**src/rtl/mult_pkg.sv**
```systemverilog
// Shared widths, state encoding and capture payload for the multiply writeback sequencer.
package mult_pkg;

  localparam int unsigned RW   = 4;
  localparam int unsigned DW   = 32;
  localparam int unsigned RESW = 2 * DW;

  typedef enum logic [1:0] {
    MWB_IDLE  = 2'b00,
    MWB_WR_LO = 2'b01,
    MWB_WR_HI = 2'b10
  } mwb_state_e;

  // Everything latched from the EX stage when a multiply completes.
  typedef struct packed {
    logic [RESW-1:0] res;
    logic [RW-1:0]   rd_lo;
    logic [RW-1:0]   rd_hi;
    logic            l;
    logic            s;
  } mwb_cap_t;

endpackage

```
**src/rtl/mult_flags.sv**
```systemverilog
// N/Z flag generation for 32-bit and 64-bit multiply results.
module mult_flags
  import mult_pkg::*;
(
  input  logic [RESW-1:0] res,
  input  logic            l,
  output logic            n_c,
  output logic            z_c
);

  assign n_c = l ? res[RESW-1] : res[DW-1];
  assign z_c = l ? (res == '0) : (res[DW-1:0] == '0);

endmodule

```
**src/rtl/mult_wb.sv**
```systemverilog
// Multiply writeback sequencer: captures the final sum and drains RdLo then RdHi
// through the single register-file write port, with N/Z flag update and upstream stall.
module mult_wb
  import mult_pkg::*;
(
  input  logic            nGCLK,
  input  logic            nThisReset,
  input  logic            nWAIT,
  input  logic            flush,
  input  logic            mul_done,
  input  logic [RESW-1:0] sum,
  input  logic            l,
  input  logic            s,
  input  logic [RW-1:0]   rd_lo,
  input  logic [RW-1:0]   rd_hi,
  output logic            wr_en,
  output logic [RW-1:0]   wr_addr,
  output logic [DW-1:0]   wr_data,
  output logic            flag_we,
  output logic            n_flag,
  output logic            z_flag,
  output logic            wb_hold
);

  mwb_state_e state_q, state_d;
  mwb_cap_t   cap_q, cap_d;
  logic       capture_c;
  logic       final_c;
  logic       active_c;
  logic       go_c;
  logic       n_c, z_c;

  mult_flags u_flags (
    .res (cap_q.res),
    .l   (cap_q.l),
    .n_c (n_c),
    .z_c (z_c)
  );

  always_ff @(posedge nGCLK or negedge nThisReset) begin
    if (!nThisReset) begin
      state_q <= MWB_IDLE;
      cap_q   <= '0;
    end else begin
      state_q <= state_d;
      cap_q   <= cap_d;
    end
  end

  // Next state, capture and write-port outputs.
  always_comb begin
    state_d   = state_q;
    cap_d     = cap_q;
    capture_c = 1'b0;
    final_c   = 1'b0;
    wr_addr   = '0;
    wr_data   = '0;
    wb_hold   = 1'b0;

    case (state_q)
      MWB_IDLE: begin
        capture_c = mul_done;
        wb_hold   = mul_done & l;
        state_d   = MWB_IDLE;
      end
      MWB_WR_LO: begin
        wr_addr   = cap_q.rd_lo;
        wr_data   = cap_q.res[DW-1:0];
        wb_hold   = cap_q.l;
        final_c   = ~cap_q.l;
        capture_c = mul_done & ~cap_q.l;
        state_d   = cap_q.l ? MWB_WR_HI : MWB_IDLE;
      end
      MWB_WR_HI: begin
        wr_addr = cap_q.rd_hi;
        wr_data = cap_q.res[RESW-1:DW];
        wb_hold = 1'b1;
        final_c = 1'b1;
        state_d = MWB_IDLE;
      end
      default: state_d = MWB_IDLE;
    endcase

    // A stalled edge holds everything; flush wins over capture.
    if (!nWAIT) begin
      state_d = state_q;
    end else if (flush) begin
      state_d = MWB_IDLE;
    end else if (capture_c) begin
      state_d     = MWB_WR_LO;
      cap_d.res   = sum;
      cap_d.rd_lo = rd_lo;
      cap_d.rd_hi = rd_hi;
      cap_d.l     = l;
      cap_d.s     = s;
    end
  end

  assign active_c = (state_q != MWB_IDLE);
  assign go_c     = nWAIT & ~flush;
  assign wr_en    = active_c & go_c;
  assign flag_we  = cap_q.s & final_c & go_c;
  assign n_flag   = active_c & n_c;
  assign z_flag   = active_c & z_c;

endmodule
```
**config.mk**
```make
export PLATFORM = sky130hd
export DESIGN_NAME = mult_wb
export DESIGN_NICKNAME = d
export VERILOG_FILES = /design/src/rtl/mult_pkg.sv /design/src/rtl/mult_flags.sv /design/src/rtl/mult_wb.sv
export SDC_FILE = /design/constraint.sdc
export NUM_CORES = 1
export LEC_CHECK = 0
export ABC_AREA = 0
export ABC_CLOCK_PERIOD_IN_PS = 2000
export BUFFER_PORTS_ARGS = -buffer_cell sky130_fd_sc_hd__buf_2
export CORE_ASPECT_RATIO = 0.75
export CORE_MARGIN = 2
export CORE_UTILIZATION = 50
export DETAILED_ROUTE_END_ITERATION = 16
export GPL_TIMING_DRIVEN = 0
export HOLD_SLACK_MARGIN = 0.03
export PLACE_DENSITY = 0.78
export SKIP_LAST_GASP = 1
export SYNTH_ARGS = -nofsm -noshare
export SYNTH_HDL_FRONTEND = slang
export SYNTH_SLANG_ARGS = --single-unit
```
**constraint.sdc**
```tcl
create_clock -name nGCLK -period 2 [get_ports nGCLK]
set_input_delay 0 -clock nGCLK [delete_from_list [all_inputs] [get_ports nGCLK]]
set_output_delay 0 -clock nGCLK [all_outputs]
set_load 0.01 [all_outputs]
```
==> summary.md <==
| Metric | Value |
|---|---|
| Max-slew violation count | 0 |
| Post-synth ARST share | 1.00 |
| Most common cell after layout, fill and taps aside | buf_2 |
| DIE AREA | 8420 µm² |
| Status | complete, no violations |
| Clock Sinks | 76 |
| Antenna Nets Post-Route | 0 |
| Die width | 105 µm |
| WP data required | 2.22 ns |
| PwrDens | 823 nW/µm² |
| First-pass GRT wire length | 17500 µm |
| Number of antenna violations at the first check in global routing | 0 |
| Core ar. | 7400 µm² |
| H-tree depth | 3 |
| Top FF cell, synth | dfrtp_1 |
| Clock Latency Late Sink | 0.35 ns |
| HP Class | in -> async |
| Gr usage total | 0.277 |
| Num CTS Buffers | 9 |
| Nets | 575 |
| RSZ-0062 raised after global routing | true |
| Post-CTS Setup Inserts | 0 |
| DR pass1 iterations | 4 |
| Antenna cells | 0 |
| Worst R2R Setup Slack | 0.09 ns |
| Worst Setup Path Type | reg -> reg |
| FP Rows | 27 |
| Drt total wl | 11100 µm |
| Endpoints failing setup | 0 |
| CP max FO | 10 |
| Layout cells sized above 1 | 0.469 |
| Top cell type's share of synthesized area | 0.494 |
| Design Area, Final | 5640 µm² |
| Vias in the first global route | 3348 |
| Critical path endpoint category | register |
| Sw Share | 0.275 |
| Buf+Inv Stages, Crit Path | 3 |
| Crit-path leading delay family | buffers and inverters |
| Clk pwr share | 0.275 |
| Critical Path AT | 2.13 ns |
| Initial core utilization | 0.520 |
| Place WS | -0.0736 ns |
| Vias | 3247 |
| Max transition margin | 0.723 |
| Hold Violations, Final | 0 |
| Vias/cell | 5.43 |
| Top area cells in the synthesized netlist | dfrtp_1 (49%), mux2_4 (19%), mux2_2 (7.3%), a22oi_1 (7.0%), nor2b_1 (6.2%) |
| Cells after Synth | 285 |
| Fin crit share | 0.955 |
| Area growth from synthesis to layout | 46.7% |
| Sw Pwr | 1.28 mW |
| Placer Congestion | 0.821 |
| Leading area contributor after synthesis | dfrtp_1 |
| Synth Net Count | 368 |
| Synthesis warning total | 0 |
| WL/cell | 18.6 µm |
| Crit-path slowest cell | dfrtp_1 |
| Worst-path cell chain | inv_1 -> ha_1 -> nor2b_1 -> o211ai_2 -> buf_6 -> buf_8 -> mux2_4 |
| Worst R2R Path Depth | 7 |
| Cell variety after synth | 25 |
| Netlist Area Pre-Place | 3850 µm² |
| DP Wirelength | 7240 µm |
| Clock Pin Slew Worst Setup and Hold Paths | 0.08 ns |
| # IOs | 120 |
| Fillers | 467 |
| Fmax | 0.524 GHz |
| Leakage | 2.72 nW |
| Largest net degree at the start of global routing | 48 |
| Register area share after synthesis | 0.494 |
| Final WS setup | 0.0902 ns |
| Worst reg2reg endpoint | cap_q[16]$_DFFE_PN0P_ |
| Peak VDD IR | 0.393 mV |
| Number of flops mapped to enable cells by yosys | 0 |
| Most frequent cells in the layout | buf_2 (120), dlygate4sd3_1 (77), dfrtp_1 (76), mux2_4 (49), nor2b_1 (38) |
| Clock Tree Buf Depth | 2 |
| Root Driver | clkbuf_8 |
| CP startpoint kind | register |
| Synthesized area per cell | 13.5 µm² |
| Placed cell areas | 4600 µm² |
| Internal power | 3.37 mW |
| Initial DRC count | 201 |
| CTS tree | built |
| Min Tclk post-route | 1.91 ns |
| Comb pwr share | 0.239 |
| Synthesized flop and latch total | 76 |
| MaxCap Viol Count | 0 |
| Fin Clk Skew | 0.00576 ns |
| Worst r2r src | state_q[1]$_DFFE_PN0P_ |
| Die height | 80.0 µm |
| Largest stage delay, worst path | 0.38 ns |
| DRC errors left | 0 |
| Port bufs | 119 |
| Slew @ Worst Pin | 0.411 ns |
| GRT overflow | 0 |
| Sequential Power Share | 0.486 |
[worst max-delay path by stage]
| stage | cells after the start | startpoint | to | slack, ns |
|---|---|---|---|---|
| global route | 7 | state_q[0]$_DFFE_PN0P_ | wr_data[1] | -0.02 |
| global placement | 7 | state_q[1]$_DFFE_PN0P_ | wr_data[15] | 0.007 |
| floorplan | 7 | state_q[1]$_DFFE_PN0P_ | cap_q[10]$_DFFE_PN0P_ | 0.32 |
| detailed placement | 7 | state_q[1]$_DFFE_PN0P_ | wr_data[15] | -0.07 |
| CTS | 5 | state_q[1]$_DFFE_PN0P_ | wr_data[23] | -0.02 |
| finish | 7 | state_q[1]$_DFFE_PN0P_ | cap_q[16]$_DFFE_PN0P_ | 0.09 |
[worst reg2reg max path, delay by kind of cell (launching register included)]
kind / cells / cell delay, ns
buffers and inverters: 3 / 0.49
DFF: 1 / 0.38
muxes: 1 / 0.33
adders and majority gates: 1 / 0.21
AOI/OAI and AO/OA: 1 / 0.21
and+or+nand+nor: 1 / 0.17
[power groups by stage]
| stage | clock network (mW) | logic [mW] | registers, mW |
|---|---|---|---|
| after global placement | 0 | 0.919 | 2.24 |
| after floorplan | 0 | 0.706 | 2.14 |
| final | 1.28 | 1.11 | 2.26 |
| after detailed placement | 0 | 0.956 | 2.25 |
| after CTS | 1.31 | 1.09 | 2.23 |
| after global routing | 1.38 | 1.19 | 2.30 |
[logic make-up (layout without fill, tap and decap cells)]
logic type	after synthesis	in the layout	synth area share
AOI/OAI and AO/OA	43	43	0.0829
buffers and inverters	22	234	0.0390
adders and majority gates	4	4	0.0130
and+or+nand+nor	65	65	0.104
DFF	76	76	0.494
muxes	75	75	0.267
[per-layer routing]
metal	up-vias	GRT usage	share of wire	routed length (µm)
met5	-	0	0	0
met4	0	0.0907	0.013	144
met3	15	0.0694	0.077	861
met2	154	0.454	0.48	5310
met1	1609	0.362	0.43	4820
li1	1469	-	-	-
[state kept, by name, summed over array words and instances (netlist names)]
register	count
cap_q	74
state_q	2
[stage by stage]
step | hold WS [ns] | TNS, ns | std cells | util | total power, mW
after floorplan | -0.296 | 0 | 285 | - | 2.85
after global placement | 0.211 | 0 | 505 | 0.618 | 3.16
after detailed placement | -0.0423 | -0.320 | 506 | 0.622 | 3.21
after CTS | 0.121 | -0.0304 | 598 | 0.758 | 4.63
after global routing | 0.157 | -0.0458 | 598 | 0.763 | 4.87
final | 0.131 | 0 | 598 | 0.763 | 4.65
[layout make-up]
| class | instances | area (µm²) | area share |
|---|---|---|---|
| Buffer | 19 | 170 | 0.0301 |
| Clock buffer | 12 | 145 | 0.0257 |
| Clock inverter | 4 | 72.6 | 0.0129 |
| Inverter | 2 | 7.51 | 0.00133 |
| Multi-Input combinational cell | 187 | 1820 | 0.323 |
| Sequential cell | 76 | 1900 | 0.337 |
| Tap cell | 101 | 126 | 0.0224 |
| Timing Repair Buffer | 197 | 1400 | 0.247 |
[cell usage after synthesis, types with 3 or more instances]
cell	count
ha_1	4
nor2b_1	38
nand4_1	4
mux2_2	25
a22oi_1	36
nor4_1	16
buf_8	5
clkbuf_1	8
buf_1	3
mux2_4	49
buf_2	3
o21ai_0	3
dfrtp_1	76
[what timing repair did]
action                                  in CTS  in global routing
endpoints found under the setup margin      37                 37
hold buffers                                77                  0
hold endpoints to repair                   152                  0
gates resized for setup                     10                 20
(Power assumes the default switching activity.)
